<file path="config.mk">
export PLATFORM = sky130hd
export DESIGN_NAME = arith_result_framer
export DESIGN_NICKNAME = d
export VERILOG_FILES = /design/src/rtl/arith_result_framer.sv
export SDC_FILE = /design/constraint.sdc
export NUM_CORES = 1
export LEC_CHECK = 0
export CAP_MARGIN = 20
export CORE_MARGIN = 2
export CORE_UTILIZATION = 49
export CTS_CLUSTER_DIAMETER = 150
export CTS_CLUSTER_SIZE = 20
export DETAILED_ROUTE_END_ITERATION = 7
export PLACE_DENSITY = 0.87
export SLEW_MARGIN = 25
export SYNTH_ARGS = -nofsm -noshare
export SYNTH_HDL_FRONTEND = slang
export SYNTH_SLANG_ARGS = --single-unit
export TNS_END_PERCENT = 20
</file>
<file path="constraint.sdc">
create_clock -name clk -period 2.2 [get_ports clk]
set_input_delay 0.33 -clock clk [delete_from_list [all_inputs] [get_ports clk]]
set_output_delay 0.33 -clock clk [all_outputs]
set_load 0.1 [all_outputs]
</file>
<file path="src/rtl/arith_result_framer.sv">
// Byte-serial framer for one arithmetic result set per handshake: HDR, sum, prod hi/lo, diff, quotient, remainder.
// Optional XOR checksum byte appended when ARITH_FRAME_CHK_EN is defined.
module arith_result_framer #(
    parameter logic [7:0]  FRAME_HDR = 8'hA5,
    parameter int unsigned IDLE_GAP  = 0
) (
    input  logic        clk,
    input  logic        rst_n,
    input  logic        in_valid,
    output logic        in_ready,
    input  logic [7:0]  sum,
    input  logic [15:0] prod,
    input  logic [7:0]  diff,
    input  logic [7:0]  quotient,
    input  logic [7:0]  remainder,
    output logic [7:0]  out_data,
    output logic        out_valid,
    input  logic        out_ready,
    output logic        out_last,
    output logic        busy,
    output logic [7:0]  frame_cnt
);
    localparam logic [1:0] S_IDLE = 2'd0;
    localparam logic [1:0] S_SEND = 2'd1;
    localparam logic [1:0] S_GAP  = 2'd2;
`ifdef ARITH_FRAME_CHK_EN
    localparam logic [2:0] LAST_IDX = 3'd7;
`else
    localparam logic [2:0] LAST_IDX = 3'd6;
`endif
    // Gap counter counts down to zero, so GAP lasts exactly IDLE_GAP cycles.
    localparam int unsigned GAP_LOAD_I = (IDLE_GAP != 0) ? IDLE_GAP - 1 : 0;
    localparam logic [3:0]  GAP_LOAD   = GAP_LOAD_I[3:0];

    logic [1:0]  state;
    logic [2:0]  idx;
    logic [7:0]  sum_q, diff_q, quo_q, rem_q;
    logic [15:0] prod_q;
    logic [3:0]  gap_cnt;
    logic [7:0]  frame_cnt_q;
    logic [7:0]  byte_sel;

    always_comb begin
        byte_sel = 8'h00;
        case (idx)
            3'd0:    byte_sel = FRAME_HDR;
            3'd1:    byte_sel = sum_q;
            3'd2:    byte_sel = prod_q[15:8];
            3'd3:    byte_sel = prod_q[7:0];
            3'd4:    byte_sel = diff_q;
            3'd5:    byte_sel = quo_q;
            3'd6:    byte_sel = rem_q;
`ifdef ARITH_FRAME_CHK_EN
            default: byte_sel = FRAME_HDR ^ sum_q ^ prod_q[15:8] ^ prod_q[7:0] ^ diff_q ^ quo_q ^ rem_q;
`else
            default: byte_sel = 8'h00;
`endif
        endcase
    end

    // Outputs decode straight from registered state, so they are stable while stalled.
    assign out_valid = (state == S_SEND);
    assign out_data  = out_valid ? byte_sel : 8'h00;
    assign out_last  = out_valid && (idx == LAST_IDX);
    assign in_ready  = (state == S_IDLE);
    assign busy      = (state != S_IDLE);
    assign frame_cnt = frame_cnt_q;

    always_ff @(posedge clk or negedge rst_n) begin
        if (!rst_n) begin
            state       <= S_IDLE;
            idx         <= 3'd0;
            sum_q       <= 8'h00;
            prod_q      <= 16'h0000;
            diff_q      <= 8'h00;
            quo_q       <= 8'h00;
            rem_q       <= 8'h00;
            gap_cnt     <= 4'd0;
            frame_cnt_q <= 8'h00;
        end else begin
            case (state)
                S_IDLE: begin
                    if (in_valid) begin
                        sum_q  <= sum;
                        prod_q <= prod;
                        diff_q <= diff;
                        quo_q  <= quotient;
                        rem_q  <= remainder;
                        idx    <= 3'd0;
                        state  <= S_SEND;
                    end
                end
                S_SEND: begin
                    if (out_ready) begin
                        if (idx == LAST_IDX) begin
                            frame_cnt_q <= frame_cnt_q + 8'd1;
                            idx         <= 3'd0;
                            if (IDLE_GAP != 0) begin
                                gap_cnt <= GAP_LOAD;
                                state   <= S_GAP;
                            end else begin
                                state   <= S_IDLE;
                            end
                        end else begin
                            idx <= idx + 3'd1;
                        end
                    end
                end
                S_GAP: begin
                    if (gap_cnt == 4'd0) state <= S_IDLE;
                    else                 gap_cnt <= gap_cnt - 4'd1;
                end
                default: state <= S_IDLE;
            endcase
        end
    end
endmodule

</file>
==> results of run 1 <==
path summary, 6_finish.rpt:
kind	from	to	slack, ns	cells past startpoint
max in group asynchronous	rst_n	state[0]	1.32	3
setup / recovery	idx[2]	out_data[6]	-0.20	5
hold / removal	diff_q[3]	diff_q[3]	0.48	2
hold reg to reg	diff_q[3]	diff_q[3]	0.48	2
setup reg to reg	idx[0]	frame_cnt[1]	0.58	5
min in group asynchronous	rst_n	frame_cnt[4]	0.52	3
flip-flops by register name (all words and copies together) (netlist names):
signal and flops:
idx 3, state 1, rem_q 8, prod_q 16, quo_q 8, sum_q 8
frame_cnt 8, diff_q 8
cells in the mapped netlist (4+ instances only):
cell type,number,area share (%)
nand2_1,149,19
dfrtp_1,60,52
buf_2,12,2.1
a21oi_1,7,1.2
clkbuf_1,6,0.78
inv_1,6,0.78
mux2_2,6,2.3
nand3_1,6,1.0
nor2_1,6,0.78
a222oi_1,5,1.7
xor2_1,5,1.5
nand3b_1,4,1.0
nand4_1,4,0.86
nor3_1,4,0.69
o21ai_0,4,0.69
worst max-delay path, stage by stage, from the launching register on:
cell      delay (ns)
dfrtp_2         0.43
buf_6           0.14
mux2_4          0.29
a222oi_1        0.54
a21oi_4         0.14
buf_12          0.20
power groups by stage:
| stage | clock network (mW) | logic, mW | registers (mW) |
|---|---|---|---|
| after floorplan | 0 | 2.51 | 2.00 |
| after global placement | 0 | 3.72 | 1.90 |
| after detailed placement | 0 | 3.80 | 1.92 |
| after CTS | 1.09 | 3.96 | 1.92 |
| after global routing | 1.15 | 4.19 | 1.97 |
| final | 1.08 | 3.99 | 1.93 |
area by class of cell:
class / instances / share of cell area, %
timing repair buffer: 91 / 22.5
tap: 72 / 2.16
clock buffer: 11 / 3.39
clock inverter: 5 / 1.80
multi-input combinational: 238 / 33.4
inverter: 6 / 0.629
sequential: 60 / 36.1
routing by layer:
metal  part of all wire [%]  global-route usage (%)
met4                    2.5                    11.7
met2                     50                    42.7
met5                      0                       0
met1                     41                    30.2
met3                    7.0                    5.56
placed cells by master (no fill, tap or decap), drive strengths merged, types with 3 or more instances in the layout:
cell type / n
nand3b: 5
o21ai: 5
a222oi: 5
nor2b: 3
nand4: 4
nand2b: 3
dfrtp: 60
inv: 5
nor3: 4
buf: 40
nand2: 149
clkbuf: 11
mux2: 7
a21o: 3
nor2: 7
and3b: 5
xor2: 5
clkinv: 3
nand3: 6
clkdlybuf4s50: 50
a21oi: 7
stage by stage:
stage	power (mW)	area [um^2]	cells	util (%)
2_1_floorplan	4.52	3040	326	-
3_3_place_gp	5.63	3870	460	69.1
3_5_place_dp	5.72	3870	460	69.1
4_1_cts	6.96	4180	483	74.5
5_1_grt	7.31	4180	483	74.5
6_report	7.00	4180	483	74.5
cells by family (layout without fill, tap and decap cells):
group	Yosys count	count (layout)	share of synthesized area, %
simple gates	189	189	28.7
xor+xnor	7	7	2.12
buf+inv	28	113	5.06
fa+ha+maj	2	2	0.865
compound gates	31	31	7.83
mux	9	9	3.54
flops	60	60	51.9
what timing repair did:
| item | in CTS | in global routing |
|---|---|---|
| buffers inserted | 6 | 0 |
| pin swaps | 7 | 2 |
| resized for setup | 9 | 0 |
| hold buffers | 1 | 0 |
| setup endpoints to repair | 8 | 8 |
| endpoints found under the hold margin | 5 | 0 |
==> run_results.csv, run 1 <==
group,metric,value,unit
global_route,grt_antenna_before_repair,0,
power_and_ir_drop,p_int,3.74,mW
yosys,ys.flop_type,"dfrtp_1",
clock_tree,cts_tree,"done",
power_and_ir_drop,ir_worst_vdd,1320,uV
run_status,status,"finished, violations left",
routing,drt_iter0_markers,193,
global_route,grtUsageTotal,25.1,%
die,die_x,80.9,um
die,core_area,0.00561,mm^2
setup_path,crit_type,"reg -> out",
run,cap_viol_max_count,0,
clock_tree,clk_pin_slew,0.06,ns
power_and_ir_drop,p_seq_share,27.6,%
yosys,synth.distinct_cells,39,
yosys,synth_cells,326,
routing,vias_per_cell,5.35,
clock_tree,cts_root_buffer,"clkbuf_8",
sta,period_minus_slack,2.40,ns
power_and_ir_drop,leakage,2.02,nW
hold_path,hold_path_class,"reg -> reg",
clock_tree,clk_latency,0.34,ns
routing,vias,2585,
sta,tightest_slew,0.625,ns
power_and_ir_drop,power-per-cell-area,1680,mW/mm^2
power_and_ir_drop,power_frac_comb,57.0,%
yosys,synth_fp_nets,380,
power_and_ir_drop,p_clk_share,15.4,%
yosys,synth_warnings,0,
routing,wl,7580,um
global_route,grt_pass1_vias,2540,
routing,ant_nets,0,
sta,max_clock_freq,0.417,GHz
sta,skew,0.00869,ns
yosys,synth_area,0.00289,mm^2
layout,diodes,0,
die,die_area,0.00654,mm^2
yosys,syn_area_per_cell,8.88,um^2
global_route,grt_pass1_wl,12200,um
sta,rsz0062_at_grt,"yes",
sta,setup_tns,-0.601,ns
layout,fillers,386,
setup_path,required,1.87,ns
yosys,ys_ff_latch,60,
setup_path,startpoint_type,"register",
sta,relSlewSlack,58.2,%
sta,drv_slew,0,
yosys,synth_edf_count,0,
layout,multi_input_area,0.00140,mm^2
sta,period_share,109,%
layout,regArea,0.00151,mm^2
setup_path,cp_max_fo,7,
clock_tree,h-tree-depth,3,
routing,drt_first_pass_iters,7,
die,start_util,51.6,%
power_and_ir_drop,p_switching,3.26,mW
die,die_h,80.9,um
yosys,ys_seq_area_share,51.9,%
run_status,violations,"negative setup slack",
die,row_count,27,
sta,hold_viol_final,0,
clock_tree,clockBufferDepth,2,
layout,nets,460,
layout,layout-drive-gt1-share,21.2,%
routing,drc,0,
place,gp_congestion,0.839,
place,dp_hpwl,5180,um
routing,wl_per_cell,15.7,um
place,portBuffers,71,
power_and_ir_drop,swShare,46.6,%
layout,area_growth,44.3,%
setup_path,worstSetupEndpointType,"primary output",
sta,setup_viol,8,
clock_tree,numCtsBuffers,9,
die,num_io_pins,72,
sta,hold_slack,0.482,ns
place,pre_cts_ws,0.102,ns
clock_tree,clock_sinks,60,
setup_path,arrival,2.07,ns
global_route,gr-total-overflow,0,
global_route,grt_max_degree,51,
sta,setup_ws,-0.200,ns
yosys,async_flop_share,100,%
No activity file was read; power rests on OpenSTA's default activity.
==> inputs of run 2 (changes only) <==
CORE_UTILIZATION = 63   (was 49)
DONT_BUFFER_PORTS = 1   (was default)
PLACE_DENSITY = 0.86   (was 0.87)
==> run_results.csv, run 2 (synthesized netlist as in run 1, its figures left out) <==
group,metric,value,unit
routing,wl,8130,um
clock_tree,cts_tree,"done",
layout,layout_commonest_cell,"nand2_1",
sta,setup_ws,-0.159,ns
sta,tightest_slew,0.617,ns
sta,rsz0062_at_grt,"yes",
setup_path,startpoint_type,"register",
layout,utilization,84.4,%
sta,hold_slack,0.0914,ns
die,core_area,0.00438,mm^2
layout,area_growth,27.8,%
global_route,grt_pass1_vias,2575,
layout,mostFrequentLayoutCells,"148 x nand2_1, 59 x dfrtp_1, 22 x buf_4, 11 x buf_12, 10 x clkbuf_8",
global_route,grt_pass1_wl,13000,um
global_route,grtUsageTotal,34.2,%
sta,hold_viol_final,0,
setup_path,cp_max_fo,6,
global_route,grt_antenna_before_repair,0,
sta,setup_tns,-0.526,ns
routing,drc,0,
setup_path,r2r_setup_slack,0.46,ns
run_status,violations,"negative setup slack",
sta,period_share,107,%
run,cap_viol_max_count,0,
layout,final_cells,412,
clock_tree,clock_sinks,60,
die,die_x,71.8,um
routing,ant_nets,0,
place,dp_hpwl,5020,um
sta,max_clock_freq,0.424,GHz
setup_path,arrival,2.03,ns
layout,diodes,0,
routing,vias,2524,
sta,relSlewSlack,58.8,%
layout,layout-drive-gt1-share,23.6,%
sta,drv_slew,0,
run_status,status,"finished, violations left",
layout,top_register,"prod_q",
layout,multi_input_area,0.00140,mm^2
routing,wl_per_cell,19.7,um
clock_tree,clk_pin_slew,0.07,ns
place,gp_congestion,0.870,
routing,vias_per_cell,6.13,
power_and_ir_drop,ir_worst_vdd,2000,uV
place,portBuffers,0,
place,pre_cts_ws,0.104,ns
power_and_ir_drop,leakage,1.84,nW
place,dp_cells,385,
sta,setup_viol,7,
clock_tree,clk_latency,0.34,ns
hold_path,hold_path_class,"in -> reg",
clock_tree,clockBufferDepth,2,
place,place_area,0.00333,mm^2
sta,period_minus_slack,2.36,ns
die,die_h,71.8,um
clock_tree,cts_root_buffer,"clkbuf_8",
routing,drt_iter0_markers,286,
layout,regArea,0.00151,mm^2
sta,skew,0.00509,ns
die,die_area,0.00515,mm^2
setup_path,required,1.87,ns
die,start_util,66.0,%
routing,drt_first_pass_iters,8,
power_and_ir_drop,power-per-cell-area,1920,mW/mm^2
die,row_count,24,
layout,fillers,240,
layout,largest_reg_flops,16,
setup_path,worstSetupEndpointType,"primary output",
clock_tree,h-tree-depth,3,
global_route,gr-total-overflow,0,
layout,nets,409,
die,num_io_pins,72,
global_route,grt_max_degree,61,
clock_tree,numCtsBuffers,9,
power_and_ir_drop,finalPower,7.11,mW
layout,fin_area,0.00370,mm^2
setup_path,crit_type,"reg -> out",
-- run 2: power breakdown --
part / internal [mW] / switching [mW] / leakage [nW]
sequential: 1.57 / 0.361 / 0.746
clock: 0.663 / 0.430 / 0.113
combinational: 1.50 / 2.58 / 0.978
total: 3.73 / 3.37 / 1.84
-- run 2: worst max-delay path: stages, from the launching register on --
cell	delay, ns
dfrtp_1	0.42
buf_6	0.16
mux2_4	0.30
a222oi_1	0.49
a21oi_4	0.12
buf_12	0.20
-- run 2: metal layers --
metal / GRT usage, % / part of all wire [%] / wire [um] / up-vias
li1: - / - / - / 1124
met1: 43.5 / 38 / 3110 / 1208
met2: 52.1 / 48 / 3870 / 149
met3: 8.30 / 8.8 / 712 / 43
met4: 23.3 / 5.3 / 435 / 0
met5: 0 / 0 / 0 / -
-- run 2: timing repair --
| item | CTS | global route |
|---|---|---|
| resized for setup | 11 | 3 |
| cloned | 0 | 0 |
| endpoints found under the setup margin | 8 | 8 |
| hold buffers | 2 | 0 |
| setup buffers | 8 | 1 |
| pin swaps | 12 | 4 |
| endpoints found under the hold margin | 60 | 0 |
-- run 2: final timing paths --
kind / cells after the start / to / start
min: 2 / prod_q[11] / prod[11]
min in group asynchronous: 2 / frame_cnt[3] / rst_n
max: 5 / out_data[0] / idx[2]
max in group asynchronous: 2 / state[0] / rst_n
min reg2reg: 2 / prod_q[8] / prod_q[8]
max reg2reg: 6 / frame_cnt[1] / idx[0]
-- run 2: final cells by class --
class / count / area share (%)
Clock inverter: 5 / 2.03
Sequential cell: 60 / 40.7
Inverter: 6 / 0.710
Multi-Input combinational cell: 238 / 37.9
Clock buffer: 11 / 3.82
Tap cell: 52 / 1.76
Timing Repair Buffer: 40 / 13.1
==> inputs of run 3 (changes only) <==
CORE_MARGIN = 1   (was 2)
CORE_UTILIZATION = 49   (was 63)
DONT_BUFFER_PORTS = default   (was 1)
PLACE_DENSITY = 0.87   (was 0.86)
==> run_results.csv, run 3 (synthesized netlist as in run 1, its figures left out) <==
group,metric,value,unit
run_status,status,"finished, violations left",
run_status,violations,"negative setup slack",
routing,ant_nets,0,
routing,wl,7420,um
clock_tree,cts_root_buffer,"clkbuf_8",
layout,area_growth,42.6,%
die,core_area,0.00561,mm^2
clock_tree,numCtsBuffers,9,
run,cap_viol_max_count,0,
setup_path,crit_end,"out_data[6]",
clock_tree,h-tree-depth,3,
setup_path,critPathTopFamily,"compound AO/OA/AOI/OAI gates",
routing,vias,2552,
sta,period_share,106,%
place,gp_congestion,0.891,
sta,rsz0062_at_grt,"yes",
layout,top_register,"prod_q",
hold_path,hold_path_class,"in -> async",
global_route,grt_pass1_vias,2546,
setup_path,cpPeakStageDelay,0.45,ns
die,die_h,78.9,um
global_route,grt_pass1_wl,12100,um
clock_tree,clockBufferDepth,2,
layout,fillers,402,
global_route,gr-total-overflow,0,
sta,period_minus_slack,2.32,ns
power_and_ir_drop,leakage,1.98,nW
layout,utilization,73.6,%
clock_tree,clk_pin_slew,0.07,ns
layout,diodes,0,
die,num_io_pins,72,
place,pre_cts_ws,0.112,ns
routing,drt_iter0_markers,184,
clock_tree,clk_latency,0.35,ns
routing,wl_per_cell,15.6,um
setup_path,required,1.87,ns
setup_path,cp-startpoint,"idx[2]",
power_and_ir_drop,finalPower,6.91,mW
setup_path,path_cells,"buf_6 -> mux2_4 -> a222oi_1 -> a21oi_4 -> buf_12",
clock_tree,clock_sinks,60,
sta,setup_ws,-0.124,ns
die,row_count,27,
layout,mostFrequentLayoutCells,"148 x nand2_1, 58 x dfrtp_1, 50 x clkdlybuf4s50_1, 19 x buf_4",
setup_path,worstSetupEndpointType,"primary output",
sta,hold_viol_final,0,
sta,tightest_slew,0.652,ns
setup_path,cp_max_fo,5,
die,start_util,51.6,%
sta,setup_viol,8,
sta,drv_slew,0,
clock_tree,holdBufCountCts,0,
global_route,grtUsageTotal,26.2,%
sta,hold_slack,0.00453,ns
global_route,grt_max_degree,34,
setup_path,critical_path.slowest_cell,"dfrtp_2",
power_and_ir_drop,power-per-cell-area,1670,mW/mm^2
setup_path,crit_buf_inv,2,
sta,relSlewSlack,56.5,%
setup_path,arrival,1.99,ns
setup_path,r2r_end,"frame_cnt[1]",
global_route,grt_antenna_before_repair,0,
die,die_area,0.00622,mm^2
routing,vias_per_cell,5.36,
setup_path,crit_type,"reg -> out",
layout,nets,453,
clock_tree,cts_tree,"done",
sta,skew,0.00665,ns
place,portBuffers,71,
place,dp_hpwl,5190,um
setup_path,cp.depth,5,
setup_path,r2r_cells,5,
sta,setup_tns,-0.551,ns
setup_path,r2r_setup_slack,0.63,ns
die,die_x,78.9,um
setup_path,r2r-start,"idx[1]",
power_and_ir_drop,ir_worst_vdd,2110,uV
setup_path,startpoint_type,"register",
layout,layout-drive-gt1-share,20.0,%
routing,drt_first_pass_iters,8,
routing,drc,0,
layout,largest_reg_flops,16,
sta,max_clock_freq,0.430,GHz
layout,layout_commonest_cell,"nand2_1",
[run 3: through the flow]
stage	std cells	area, um^2
2_1_floorplan	326	3040
3_5_place_dp	459	3860
3_3_place_gp	459	3860
4_1_cts	476	4130
5_1_grt	476	4130
6_report	476	4130
[run 3: area by class of cell]
class | count | area [um^2] | share of cell area (%)
well taps | 72 | 90.1 | 2.18
flip-flops and latches | 60 | 1510 | 36.5
inverters | 6 | 26.3 | 0.637
clock buffers | 11 | 141 | 3.43
repair buffers | 84 | 893 | 21.6
clock inverters | 5 | 75.1 | 1.82
multi-input cells | 238 | 1390 | 33.8
[run 3: how the worst min path moves through the flow]
stage | start | end | slack (ns) | cells after the start
floorplan | rst_n | diff_q[0] | 0.03 | 0
global placement | rst_n | frame_cnt[2] | 0.37 | 1
detailed placement | rst_n | frame_cnt[3] | 0.39 | 1
CTS | rst_n | frame_cnt[3] | 0.01 | 1
global route | rst_n | frame_cnt[3] | 0.06 | 1
finish | rst_n | frame_cnt[2] | 0.005 | 1
[run 3: worst reg2reg max path, cell delays in order, from the launching register on]
cell,delay (ns)
dfrtp_1,0.38
buf_6,0.17
buf_6,0.16
nand3b_4,0.15
nor2_2,0.22
mux2_2,0.37
[run 3: where the power goes]
group          internal (mW)  leakage [nW]  switching (mW)  total, mW
registers               1.57         0.744           0.350       1.92
clock network          0.663         0.113           0.435       1.10
logic                   1.46          1.13            2.44       3.89
[run 3: timing repair]
action,in CTS,in global routing
buffers inserted,1,0
setup endpoints to repair,8,8
gates resized for setup,11,0
pin swaps,6,1
[run 3: layer usage]
layer,track usage (%),vias up,routed length [um]
li1,-,1214,-
met1,32.1,1217,3010
met2,42.7,103,3730
met3,4.60,18,466
met4,16.9,0,209
met5,0,-,0
